--- config.mk ---
export PLATFORM = sky130hd
export DESIGN_NAME = dtfag_rom_scheduler
export DESIGN_NICKNAME = d
export VERILOG_FILES = /design/src/rtl/dtfag_rom_scheduler_pkg.sv /design/src/rtl/dtfag_tw_addr_gen.sv /design/src/rtl/dtfag_rom_scheduler.sv
export SDC_FILE = /design/constraint.sdc
export NUM_CORES = 1
export LEC_CHECK = 0
export ABC_CLOCK_PERIOD_IN_PS = 2450
export CORE_AREA = 2 2 62 64
export DETAILED_ROUTE_END_ITERATION = 8
export DIE_AREA = 0 0 64 66
export GPL_ROUTABILITY_DRIVEN = 0
export PLACE_DENSITY_LB_ADDON = 0.1
export SYNTH_ARGS = -nofsm -noshare
export SYNTH_HDL_FRONTEND = slang
export SYNTH_HIERARCHICAL = 1
export SYNTH_SLANG_ARGS = --single-unit
--- constraint.sdc ---
create_clock -name clk -period 2.45 [get_ports clk]
set_clock_uncertainty 0.15 [all_clocks]
set_input_delay 0.49 -clock clk [delete_from_list [all_inputs] [get_ports clk]]
set_output_delay 0.49 -clock clk [all_outputs]
set_load 0.05 [all_outputs]
--- src/rtl/dtfag_rom_scheduler_pkg.sv ---
// Shared constants and FSM encoding for the DTFAG twiddle ROM scheduler.
// ROMA_width / D_width keep their historical define names for the ROM wrapper.
`ifndef ROMA_width
`define ROMA_width 4
`endif
`ifndef D_width
`define D_width 16
`endif

package dtfag_rom_scheduler_pkg;
  localparam int ROMA_W  = `ROMA_width;
  localparam int D_W     = `D_width;
  localparam int STAGE_W = 2;

  typedef enum logic [1:0] {
    ST_IDLE  = 2'd0,
    ST_RUN   = 2'd1,
    ST_DRAIN = 2'd2,
    ST_DONE  = 2'd3
  } state_e;
endpackage

--- src/rtl/dtfag_tw_addr_gen.sv ---
// Radix-4 twiddle exponent generator: k, 2k, 3k (mod 2^ROMA_W) and the
// last k of a stage, which shrinks by a factor of four per stage.
module dtfag_tw_addr_gen #(
  parameter int ROMA_W    = 4,
  parameter int STAGE_W   = 2,
  parameter int LAST_ADDR = (1 << ROMA_W) - 1
) (
  input  logic [ROMA_W-1:0]  k,
  input  logic [STAGE_W-1:0] stage,
  output logic [ROMA_W-1:0]  ma0,
  output logic [ROMA_W-1:0]  ma1,
  output logic [ROMA_W-1:0]  ma2,
  output logic [ROMA_W-1:0]  lim
);
  localparam logic [ROMA_W-1:0] LAST_A = ROMA_W'(LAST_ADDR);

  logic [STAGE_W:0] shamt_s;

  // Address triple and per-stage limit; products wrap at the ROM size.
  always_comb begin
    shamt_s = {stage, 1'b0};
    ma0     = k;
    ma1     = {k[ROMA_W-2:0], 1'b0};
    ma2     = k + {k[ROMA_W-2:0], 1'b0};
    lim     = LAST_A >> shamt_s;
  end
endmodule

--- src/rtl/dtfag_rom_scheduler.sv ---
// Walks FFT stages, issuing twiddle ROM reads and tagging the returned sets
// with valid/stage/last under consumer backpressure.
module dtfag_rom_scheduler #(
  parameter int ROMA_W    = dtfag_rom_scheduler_pkg::ROMA_W,
  parameter int STAGE_W   = dtfag_rom_scheduler_pkg::STAGE_W,
  parameter int LAST_ADDR = (1 << ROMA_W) - 1
) (
  input  logic               clk,
  input  logic               rst_n,
  input  logic               start,
  input  logic               abort,
  input  logic [STAGE_W-1:0] cfg_first_stage,
  input  logic [STAGE_W-1:0] cfg_last_stage,
  input  logic               tw_ready,
  output logic               ROM_CEN,
  output logic [STAGE_W-1:0] FFT_stage,
  output logic [ROMA_W-1:0]  MA0,
  output logic [ROMA_W-1:0]  MA1,
  output logic [ROMA_W-1:0]  MA2,
  output logic               tw_valid,
  output logic [STAGE_W-1:0] tw_stage,
  output logic               tw_last,
  output logic               busy,
  output logic               done
);
  import dtfag_rom_scheduler_pkg::state_e;
  import dtfag_rom_scheduler_pkg::ST_IDLE;
  import dtfag_rom_scheduler_pkg::ST_RUN;
  import dtfag_rom_scheduler_pkg::ST_DRAIN;
  import dtfag_rom_scheduler_pkg::ST_DONE;

  state_e             state_r, state_nxt_s;
  logic [ROMA_W-1:0]  k_r, lim_s;
  logic [STAGE_W-1:0] stage_r, last_stage_r, tw_stage_r;
  logic               tw_valid_r, tw_last_r;
  logic               issue_s, accept_s, at_lim_s, last_issue_s;

  dtfag_tw_addr_gen #(
    .ROMA_W   (ROMA_W),
    .STAGE_W  (STAGE_W),
    .LAST_ADDR(LAST_ADDR)
  ) u_addr_gen (
    .k    (k_r),
    .stage(stage_r),
    .ma0  (MA0),
    .ma1  (MA1),
    .ma2  (MA2),
    .lim  (lim_s)
  );

  // Next state and issue decision; abort overrides both start and issue.
  always_comb begin
    state_nxt_s  = state_r;
    issue_s      = 1'b0;
    accept_s     = 1'b0;
    at_lim_s     = (k_r == lim_s);
    last_issue_s = at_lim_s && (stage_r == last_stage_r);
    if (abort) begin
      state_nxt_s = ST_IDLE;
    end else begin
      case (state_r)
        ST_IDLE: begin
          if (start) begin
            accept_s    = 1'b1;
            state_nxt_s = ST_RUN;
          end else begin
            state_nxt_s = ST_IDLE;
          end
        end
        ST_RUN: begin
          issue_s = tw_ready || !tw_valid_r;
          if (issue_s && last_issue_s) begin
            state_nxt_s = ST_DRAIN;
          end else begin
            state_nxt_s = ST_RUN;
          end
        end
        ST_DRAIN: begin
          if (tw_valid_r && tw_ready && tw_last_r) begin
            state_nxt_s = ST_DONE;
          end else begin
            state_nxt_s = ST_DRAIN;
          end
        end
        ST_DONE: state_nxt_s = ST_IDLE;
        default: state_nxt_s = ST_IDLE;
      endcase
    end
  end

  // State, counters and the one-cycle-delayed tags of the ROM read.
  always_ff @(posedge clk or negedge rst_n) begin
    if (!rst_n) begin
      state_r      <= ST_IDLE;
      k_r          <= '0;
      stage_r      <= '0;
      last_stage_r <= '0;
      tw_valid_r   <= 1'b0;
      tw_stage_r   <= '0;
      tw_last_r    <= 1'b0;
    end else begin
      state_r <= state_nxt_s;
      if (abort) begin
        k_r        <= '0;
        stage_r    <= '0;
        tw_valid_r <= 1'b0;
        tw_stage_r <= '0;
        tw_last_r  <= 1'b0;
      end else if (accept_s) begin
        k_r          <= '0;
        stage_r      <= cfg_first_stage;
        last_stage_r <= (cfg_last_stage < cfg_first_stage) ? cfg_first_stage : cfg_last_stage;
      end else if (issue_s) begin
        tw_valid_r <= 1'b1;
        tw_stage_r <= stage_r;
        tw_last_r  <= last_issue_s;
        if (!at_lim_s) begin
          k_r <= k_r + ROMA_W'(1);
        end else if (!last_issue_s) begin
          k_r     <= '0;
          stage_r <= stage_r + STAGE_W'(1);
        end else begin
          k_r <= k_r;
        end
      end else begin
        if (tw_ready) begin
          tw_valid_r <= 1'b0;
        end else begin
          tw_valid_r <= tw_valid_r;
        end
        // Park the address counters once the run has fully completed.
        if (state_r == ST_DONE) begin
          k_r     <= '0;
          stage_r <= '0;
        end else begin
          k_r <= k_r;
        end
      end
    end
  end

  assign ROM_CEN   = !issue_s;
  assign FFT_stage = stage_r;
  assign tw_valid  = tw_valid_r;
  assign tw_stage  = tw_stage_r;
  assign tw_last   = tw_last_r;
  assign busy      = (state_r != ST_IDLE);
  assign done      = (state_r == ST_DONE);
endmodule

==> flow_summary_export.csv, run 1 <==
group,metric,value,unit
run_status,outcome,"finished clean",
setup_path,crit_path_end_kind,"output port",
logic_synthesis,ys_seq_area_frac,0.338,
power,comb_power_share,0.357,
setup_path,cp_cell_sequence,"ha_1 > inv_1 > fa_1 > xnor3_1 > buf_12",
setup_path,crit_fanout,8,
route,drt-initial-drc-count,21,
grt,grt_usage,0.112,
finish,syn_to_final_growth,32.9,%
route,wl_per_cell,12.0,microns
grt,grt_max_degree,15,
timing,tns,0,ns
cts,tritoncts,"built",
power,clock_power_share,0.224,
floorplan,io_pins,30,
grt,overflow,0,
finish,fin_util,0.388,
timing,fin_crit,2.37,ns
placement,place_hpwl,1780,microns
placement,placed_cells,179,
cts,clkTransAtPathRegs,0.09,ns
setup_path,criticalPathCategory,"reg2out",
setup_path,crit_arrival,1.73,ns
power,power_frac_seq,0.419,
power,pwr_density_cell,460,nW/um^2
timing,fmax,422,MHz
finish,drive_gt1_frac,0.163,
logic_synthesis,syn-cell-area,1040,sq um
power,p_sw,238,uW
grt,grt_pass1_vias,858,
logic_synthesis,synth-main-ff-cell,"dfrtp_1",
cts,clockRootBuffer,"clkbuf_4",
route,via_count,862,
timing,finalSetupViolations,0,
placement,io_buffers,28,
grt,grt_pass1_wl,3710,microns
route,remaining_drc_errors,0,
timing,rsz0062_at_grt,"yes",
logic_synthesis,synthesis.nets,126,
logic_synthesis,ys_ff_latch,14,
floorplan,coreArea,3550,sq um
job,cap_violations,0,
power,ir_worst_vdd,0.235,mV
worst_hold_path,hold_path_class,"reg2reg",
route,vias_per_cell,4.71,
cts,cts-buffers-inserted,3,
floorplan,die_area,4220,sq um
power,p_sw_frac,0.375,
cts,post_cts_buffers,0,
timing,slew_violations,0,
grt,antenna_found_initial,0,
route,drt_pass1_iterations,4,
logic_synthesis,async_flop_share,1.00,
route,drt-total-wl,2200,microns
finish,antenna_cells,0,
route,ant_nets,0,
cts,clock-sinks,14,
floorplan,rows,22,
cts,clock_tree.buffer_depth,2,
timing,worst_pin_slew,0.652,ns
timing,whs,0.378,ns
logic_synthesis,synth_edf_count,0,
setup_path,critPathTopFamily,"adder cells",
finish,finalNonFillerCells,183,
setup_path,slowest_stage,"dfrtp_2",
cts,cts_htree_levels,1,
floorplan,start_util,0.292,
cts,worstSkewPairLatency,0.28,ns
setup_path,slowest_delay,0.46,ns
setup_path,path_buf_inv,2,
power,cellLeakagePower,0.000592,uW
timing,hold_violations,0,
floorplan,die_h,66,microns
timing,post-route-period-util,0.966,
logic_synthesis,syn_inst,112,
finish,nNetsFinal,150,
logic_synthesis,yosys_warnings,6,
setup_path,critical_path_required,1.81,ns
logic_synthesis,ys_types,41,
floorplan,die_w,64,microns
timing,slew_headroom,0.564,
cts,hold_buffers,0,
logic_synthesis,synth.avg_cell_area,9.25,sq um
power,power.internal,396,uW
setup_path,start_kind,"flop",
## registers in the layout, summed over array words and instances (netlist names)
register and flops:
FFT_stage 2, k_r 4, last_stage_r 2, state_r 2
tw_last 1, tw_stage 2, tw_valid 1
## cells in the mapped netlist, drive strengths merged (2+ instances only)
library cell | n | area [sq um]
nor3 | 3 | 20.0
buf | 11 | 82.6
nor2b | 4 | 25.0
nand2 | 3 | 11.3
xor2 | 5 | 43.8
nand2b | 5 | 31.3
a31o | 2 | 17.5
ha | 4 | 50.1
a221oi | 2 | 17.5
clkbuf | 2 | 7.51
xnor2 | 2 | 17.5
dfrtp | 14 | 350
nor2 | 9 | 33.8
inv | 14 | 52.6
a21oi | 7 | 35.0
## cells in the final DEF, fill, tap and decap left out, drive strengths merged, types with 3 or more instances in the layout
cell type and instances:
buf 9, nand2 3, inv 14, nor3 3
ha 4, dfrtp 14, nor2b 4, xor2 5
nand2b 5, a21oi 7, clkdlybuf4s50 22, clkbuf 4
nor2 9
## layout make-up
class / count / area [sq um]
clock buffers: 4 / 26.3
fillers: 357 / 2170
inverters: 14 / 52.6
multi-input cells: 71 / 546
flip-flops and latches: 14 / 354
well taps: 48 / 60.1
repair buffers: 32 / 338
## metal layers
| layer | GRT usage | vias up | wire length, microns |
|---|---|---|---|
| met5 | 0 | - | 0 |
| met4 | 0.0272 | 0 | 39 |
| met3 | 0.0341 | 4 | 102 |
| met2 | 0.190 | 23 | 1030 |
| met1 | 0.139 | 410 | 1020 |
| li1 | - | 425 | - |
## metrics by stage
step                      power [uW]  setup WS (ns)  cell area (sq um)
after floorplan                  433         0.0473               1040
after global placement           496          0.127               1340
after detailed placement         498         0.0978               1340
final                            634         0.0830               1380
after global routing             671        -0.0332               1380
after CTS                        645         0.0239               1370
## logic make-up after synthesis
kind of cell / Yosys count / share of synthesized area
fa+ha+maj: 5 / 0.0676
mux: 2 / 0.0205
xor+xnor: 8 / 0.0809
flops: 14 / 0.338
compound gates: 22 / 0.156
other cells: 1 / 0.00362
simple gates: 33 / 0.196
buf+inv: 27 / 0.138
## final timing paths
check,startpoint,to,slack (ns),cells after the start
worst max-delay path,k_r[1],MA2[3],0.08,5
worst min-delay path,tw_stage[0],tw_stage[0],0.38,2
worst max register to register,FFT_stage[0],FFT_stage[1],0.31,5
worst min register to register,tw_stage[0],tw_stage[0],0.38,2
max in group asynchronous,rst_n,FFT_stage[0],1.25,1
min in group asynchronous,rst_n,k_r[1],0.45,1
## worst reg2reg max path: stages, from the launching register on
cell,delay (ns)
dfrtp_2,0.46
nor2_1,0.21
xor2_1,0.13
nor4_4,0.47
or4b_1,0.47
o2bb2ai_1,0.13
## power by group through the flow
| stage | logic, uW | registers, uW | clock network (uW) |
|---|---|---|---|
| 3_3_place_gp | 226 | 270 | 0 |
| 5_1_grt | 245 | 268 | 158 |
| 6_report | 226 | 265 | 142 |
| 4_1_cts | 229 | 266 | 150 |
| 2_1_floorplan | 139 | 293 | 0 |
| 3_5_place_dp | 228 | 270 | 0 |
## repair_timing
item                       CTS  global route
hold endpoints to repair     0             0
resized for setup            1             3
setup endpoints to repair    1             3
Power figures use the tool's default switching activity.
==> run 2, diff against run 1 <==
Settings changed: ABC_CLOCK_PERIOD_IN_PS 2450 to default.
==> results of run 2 <==
Same layout as run 1: the final DEF is identical, and so are final timing and power.
